===== src/rtl/systolic_result_collector.sv =====
`timescale 1ns/1ps
// systolic_result_collector
//
// Collects the N1 per-row result streams that leave the systolic MAC array
// and serialises them into a single valid/ready stream. Every element carries
// its row-major address (r*M + c) in the M x M result matrix. Each row has its
// own FIFO. The FIFOs are drained by a round-robin arbiter into one output
// register.
//
// A row's incoming beat is captured first and then written into the FIFO on
// the following edge. The beat is tagged with its address at that write.
// An element sampled on edge e therefore appears on m_* at edge e+2.
//
// Ports
//   clk       clock
//   rst       synchronous, active-high reset
//   d_in      N1 packed row results, row i at [i*D_W_ACC +: D_W_ACC]
//   valid_in  per-row result valid
//   m_data    output element
//   m_addr    row-major element address
//   m_valid   output element valid
//   m_ready   downstream accept
//   m_last    high with the final element of an M*M frame
//   done      one-cycle pulse after the m_last handshake
//   overflow  sticky per-row flag, set when a beat was dropped
//   busy      any buffered element or m_valid high
module systolic_result_collector #(
  parameter int D_W_ACC = 16,
  parameter int N1      = 4,
  parameter int N2      = 4,
  parameter int M       = 8,
  parameter int FIFO_D  = 4
) (
  input  logic                      clk,
  input  logic                      rst,
  input  logic [N1*D_W_ACC-1:0]     d_in,
  input  logic [N1-1:0]             valid_in,
  output logic [D_W_ACC-1:0]        m_data,
  output logic [$clog2(M*M)-1:0]    m_addr,
  output logic                      m_valid,
  input  logic                      m_ready,
  output logic                      m_last,
  output logic                      done,
  output logic [N1-1:0]             overflow,
  output logic                      busy
);

  localparam int AW  = $clog2(M*M);
  localparam int TCN = M / N2;
  localparam int TRN = M / N1;
  localparam int KW  = (N2 > 1) ? $clog2(N2) : 1;
  localparam int TCW = (TCN > 1) ? $clog2(TCN) : 1;
  localparam int TRW = (TRN > 1) ? $clog2(TRN) : 1;
  localparam int RW  = (N1 > 1) ? $clog2(N1) : 1;
  localparam int PW  = $clog2(FIFO_D);
  localparam int EW  = D_W_ACC + AW;

  logic [N1-1:0]      stageValid_q;
  logic [D_W_ACC-1:0] stageData_q [N1];
  logic [EW-1:0]      fifoMem_q [N1][FIFO_D];
  logic [PW:0]        wrPtr_q [N1];
  logic [PW:0]        rdPtr_q [N1];
  logic [KW-1:0]      beatK_q [N1];
  logic [TCW-1:0]     tileCol_q [N1];
  logic [TRW-1:0]     tileRow_q [N1];
  logic [RW-1:0]      rrPtr_q;
  logic [D_W_ACC-1:0] outData_q;
  logic [AW-1:0]      outAddr_q;
  logic               outValid_q;
  logic               outLast_q;
  logic [AW-1:0]      frameCnt_q;
  logic               done_q;
  logic [N1-1:0]      overflow_q;

  logic [N1-1:0]      fifoEmpty;
  logic [N1-1:0]      fifoFull;
  logic [N1-1:0]      pushOk;
  logic [N1-1:0]      pop;
  logic [AW-1:0]      tagAddr [N1];
  logic [RW-1:0]      grant;
  logic [RW-1:0]      idx;
  logic               found;
  logic               load;
  logic [EW-1:0]      headEntry;

  // FIFO status and address tags. The pointers carry one extra wrap bit, so
  // full and empty can be told apart when the index bits are equal. Inside a
  // tile the last PE emits first, so beat k lands in column N2-1-k.
  always_comb begin
    for (int i = 0; i < N1; i++) begin
      fifoEmpty[i] = (wrPtr_q[i] == rdPtr_q[i]);
      fifoFull[i]  = (wrPtr_q[i][PW] != rdPtr_q[i][PW]) &&
                     (wrPtr_q[i][PW-1:0] == rdPtr_q[i][PW-1:0]);
      tagAddr[i]   = AW'((int'(tileRow_q[i]) * N1 + i) * M +
                         int'(tileCol_q[i]) * N2 + (N2 - 1 - int'(beatK_q[i])));
    end
  end

  // Round-robin grant: pick the first non-empty row, searching upward from
  // the pointer. The output register loads whenever it is free or is being
  // emptied this cycle. A push to a full FIFO still succeeds if that row is
  // popped in the same cycle.
  always_comb begin
    grant = rrPtr_q;
    found = 1'b0;
    idx   = '0;
    for (int j = 0; j < N1; j++) begin
      idx = RW'((int'(rrPtr_q) + j) % N1);
      if (!found && !fifoEmpty[idx]) begin
        found = 1'b1;
        grant = idx;
      end
    end
    load      = found && (!outValid_q || m_ready);
    headEntry = fifoMem_q[grant][rdPtr_q[grant][PW-1:0]];
    for (int i = 0; i < N1; i++) begin
      pop[i]    = load && (grant == RW'(i));
      pushOk[i] = stageValid_q[i] && (!fifoFull[i] || pop[i]);
    end
  end

  // FIFO storage. It has no reset: the pointers alone define what is valid.
  always_ff @(posedge clk) begin
    for (int i = 0; i < N1; i++) begin
      if (pushOk[i]) begin
        fifoMem_q[i][wrPtr_q[i][PW-1:0]] <= {stageData_q[i], tagAddr[i]};
      end
    end
  end

  // Input capture, FIFO pointers, per-row tile counters, arbiter pointer,
  // output register and frame tracking. The tile counters move only on an
  // accepted write, so a dropped beat leaves the row's tagging unchanged.
  always_ff @(posedge clk) begin
    if (rst) begin
      stageValid_q <= '0;
      for (int i = 0; i < N1; i++) begin
        stageData_q[i] <= '0;
        wrPtr_q[i]     <= '0;
        rdPtr_q[i]     <= '0;
        beatK_q[i]     <= '0;
        tileCol_q[i]   <= '0;
        tileRow_q[i]   <= '0;
      end
      rrPtr_q    <= '0;
      outData_q  <= '0;
      outAddr_q  <= '0;
      outValid_q <= 1'b0;
      outLast_q  <= 1'b0;
      frameCnt_q <= '0;
      done_q     <= 1'b0;
      overflow_q <= '0;
    end else begin
      stageValid_q <= valid_in;
      for (int i = 0; i < N1; i++) begin
        stageData_q[i] <= d_in[i*D_W_ACC +: D_W_ACC];
        if (pushOk[i]) begin
          wrPtr_q[i] <= wrPtr_q[i] + 1'b1;
          if (int'(beatK_q[i]) == N2 - 1) begin
            beatK_q[i] <= '0;
            if (int'(tileCol_q[i]) == TCN - 1) begin
              tileCol_q[i] <= '0;
              if (int'(tileRow_q[i]) == TRN - 1) begin
                tileRow_q[i] <= '0;
              end else begin
                tileRow_q[i] <= tileRow_q[i] + 1'b1;
              end
            end else begin
              tileCol_q[i] <= tileCol_q[i] + 1'b1;
            end
          end else begin
            beatK_q[i] <= beatK_q[i] + 1'b1;
          end
        end else if (stageValid_q[i]) begin
          overflow_q[i] <= 1'b1;
        end
        if (pop[i]) begin
          rdPtr_q[i] <= rdPtr_q[i] + 1'b1;
        end
      end

      if (load) begin
        outValid_q <= 1'b1;
        outData_q  <= headEntry[EW-1:AW];
        outAddr_q  <= headEntry[AW-1:0];
        outLast_q  <= (int'(frameCnt_q) == M*M - 1);
        rrPtr_q    <= (int'(grant) == N1 - 1) ? '0 : grant + 1'b1;
        if (int'(frameCnt_q) == M*M - 1) begin
          frameCnt_q <= '0;
        end else begin
          frameCnt_q <= frameCnt_q + 1'b1;
        end
      end else if (outValid_q && m_ready) begin
        outValid_q <= 1'b0;
        outLast_q  <= 1'b0;
      end

      done_q <= outValid_q && m_ready && outLast_q;
    end
  end

  assign m_data   = outData_q;
  assign m_addr   = outAddr_q;
  assign m_valid  = outValid_q;
  assign m_last   = outLast_q;
  assign done     = done_q;
  assign overflow = overflow_q;
  assign busy     = outValid_q || (|stageValid_q) || (|(~fifoEmpty));

endmodule

===== config.mk =====
export PLATFORM = sky130hd
export DESIGN_NAME = systolic_result_collector
export DESIGN_NICKNAME = d
export VERILOG_FILES = /design/src/rtl/systolic_result_collector.sv
export SDC_FILE = /design/constraint.sdc
export NUM_CORES = 1
export LEC_CHECK = 0
export BUFFER_PORTS_ARGS = -buffer_cell sky130_fd_sc_hd__buf_2
export CORE_ASPECT_RATIO = 1.4
export CORE_MARGIN = 2
export CORE_UTILIZATION = 40
export DETAILED_ROUTE_END_ITERATION = 7
export PLACE_DENSITY_LB_ADDON = 0.25
export RECOVER_POWER = 100
export SKIP_CTS_REPAIR_TIMING = 1
export SYNTH_ARGS = -nofsm -noshare
export SYNTH_HDL_FRONTEND = slang
export SYNTH_SLANG_ARGS = --single-unit

===== constraint.sdc =====
create_clock -name clk -period 3.48 [get_ports clk]
set_input_delay 0.522 -clock clk [delete_from_list [all_inputs] [get_ports clk]]
set_output_delay 0.522 -clock clk [all_outputs]
set_load 0.02 [all_outputs]

==> qor.txt <==
Post-route non-filler standard cell count - 2,011
Worst Setup Start Kind - flip-flop
Arr. time, crit path - 3.55 ns
Clock Sinks - 465
Synth top area cells - edfxtp_1, dfxtp_1, mux2i_1, nand2_1, nor2b_1
Post-synth EDFFs - 360
Ys async rst share - 0
Hpwl dp - 26.3 mm
Clk pin slew, worst setup/hold paths - 0.07 ns
Unrepaired setup endpoints after global routing - no
Top_reg_cell synth - edfxtp_1
I/O pins - 101
PortBufs - 100
Cell Rows - 92
H-tree depth - 2
GPL Wtd Cong - 0.771
Number of CTS-inserted buffers - 45
Placed insts - 1,927
Type of element capturing the critical path - flip-flop
Critical path's slowest cell - edfxtp_1
Syn. warnings - 0
PD cells - 866 nW/um^2
Lkg Pwr - 7.96 nW
Status - finished with violations
Relative slew slack - -0.732
Synth top area share - 0.589
Die Y - 257 um
Initial antenna violation count - 0
Detailed Route WL - 44.1 mm
Final Hold Vio Count - 0
Post-synth net total - 1,345
Cell area after synthesis - 18,400 um^2
Final period utilization - 0.959
Finish-stage setup viols - 0
Diode count - 0
Cell count after synthesis - 1,248
Min Tclk post-route - 3.34 ns
Clk root buf - clkbuf_16
GRT Util Overall - 0.186
Fin nets - 1,460
Max-cap violations - 1
Fmax - 300 MHz
Syn avg cell area - 14.7 um^2
Drt wl/cell - 21.9 um
Slew @ Worst Pin - 2.60 ns
Vias per Instance - 5.23
Sequential area share after synthesis - 0.704
Max-slew violation count - 126
Synth Register Bits - 465
TritonCTS clock tree - built
TritonRoute pass-1 iters - 5
Ratio of cells with drive above 1 in the final layout - 0.146
Post-synth top area cell - edfxtp_1
First DRT Iteration DRCs - 693
Die X - 185 um
Number of global-route vias before repair - 10,754
Largest net degree at the start of global routing - 126
Worst Skew - 0.0142 ns
Total congestion overflow - 0
DRC - 0
Via count - 10,527
Critical Path, Cell by Cell - xor2_1 -> or3_4 -> o311ai_2 -> nand3_4 -> inv_2 -> a311oi_1 -> nor2b_1 -> and2_0 -> buf_4
Worst min-delay path class - input pin to flip-flop
Die area - 47,600 um^2
WP buf/inv - 2
Synth cell types - 52
CTS Buffer Depth - 3
Worst path max stage delay - 0.46 ns
Area Overhead vs Synth - 15.4%
Core region area - 45,100 um^2
Failing checks - max-capacitance violations, max-slew violations
WS Path Type - flip-flop to flip-flop
CP Max Fanout - 20
Clk_lat worst skew - 0.57 ns
Worst IR Drop VDD - 0.00101 V
Starting Density - 0.407
CP required - 3.70 ns
Tot Pwr - 18.4 mW
Cell family with most CP delay - simple AND/OR/NAND/NOR gates
Antenna Violating Nets Remaining - 0
Global-route wire length before repair - 65.7 mm
[cell families after synthesis]
kind of cell / after synthesis / synth area share
XOR/XNOR: 25 / 0.0119
AO/OA/AOI/OAI: 131 / 0.0579
buffers and inverters: 98 / 0.0242
AND/OR/NAND/NOR: 334 / 0.0918
multiplexers: 169 / 0.0928
adder cells (fa/ha/maj): 26 / 0.0177
flip-flops: 465 / 0.704
[synthesized netlist by cell type (2+ instances only)]
master and number:
buf_2 25, nor3b_1 6, a21o_1 3, mux2i_1 168, nor2_1 28, edfxtp_1 360, nand2_1 153, buf_6 5
nor4_1 12, dfxtp_1 105, a21oi_1 5, a32oi_1 41, o21bai_1 5, a31oi_1 2, buf_4 2, nand2b_1 9
ha_1 26, a211oi_1 2, clkbuf_1 39, a22oi_1 41, nor2b_1 71, nor4b_1 5, and2_1 12, and3_1 8
buf_1 4, o221ai_1 20, inv_1 22, a311oi_1 2, and4b_1 2, xor2_1 10, nor4b_2 3, nor3_1 12
nand4_1 4, a31o_2 3, or2_2 2, xnor2_1 15
[sequential cells by signal, summed over array words and instances (netlist names)]
signal and count:
overflow 4, m_valid 1, wrPtr_q 12, frameCnt_q 6, tileCol_q 4, m_last 1
beatK_q 8, stageData_q 64, m_data 16, rrPtr_q 2, fifoMem_q 320, stageValid_q 4
tileRow_q 4, rdPtr_q 12, done 1, m_addr 6
[area by class of cell]
cell class              count  area, um^2
fillers                  4025       23900
flip-flops and latches    465       12900
multi-input cells         685        5030
clock buffers              62        1260
repair buffers            143         871
well taps                 611         764
clock inverters            22         265
inverters                  23        86.3
[power by group]
part           total [mW]  leakage [nW]  internal, mW  switching [mW]
combinational        6.62          2.98          2.59            4.03
sequential           6.72          4.24          6.44           0.278
clock                5.02         0.740          2.93            2.09
total                18.4          7.96          12.0            6.39
[stage by stage]
stage           util  cell area (um^2)  setup TNS, ns  hold slack [ns]  setup slack [ns]
3_5_place_dp   0.440             19900              0            0.443             0.183
5_1_grt        0.470             21200              0            0.154           0.00421
6_report       0.470             21200              0            0.158             0.141
4_1_cts        0.474             21400              0            0.143             0.158
3_3_place_gp   0.440             19900              0            0.451             0.228
2_1_floorplan      -             18400          -2.08            0.438           -0.0260
[final timing paths]
| check | to | slack [ns] | start | depth (start not counted) |
|---|---|---|---|---|
| worst max-delay path | fifoMem_q[1][21] | 0.14 | rdPtr_q[0][0] | 9 |
| worst max register to register | fifoMem_q[1][21] | 0.14 | rdPtr_q[0][0] | 9 |
| worst min register to register | m_data[9] | 0.46 | m_data[9] | 2 |
| worst min-delay path | stageData_q[2][0] | 0.16 | d_in[32] | 2 |
[per-layer routing]
metal,share of wire,global-route usage,vias up
li1,-,-,4893
met4,0.025,0.0597,0
met5,0,0,-
met2,0.51,0.328,311
met1,0.41,0.234,5254
met3,0.053,0.0279,69
[placed cells by master (no fill, tap or decap), drive strengths merged, types with 9 or more instances in the layout]
master,Yosys,final
a22oi,41,41
ha,26,26
xor2,10,10
xnor2,15,15
nor2b,71,71
mux2i,169,169
nor4,12,12
a32oi,41,41
nand2,154,154
and2,12,12
nor2,29,29
nand2b,9,9
edfxtp,360,360
nor3,12,12
buf,36,105
o221ai,20,20
dfxtp,105,105
clkinv,0,10
inv,23,26
clkbuf,39,100
Power figures use the tool's default switching activity.
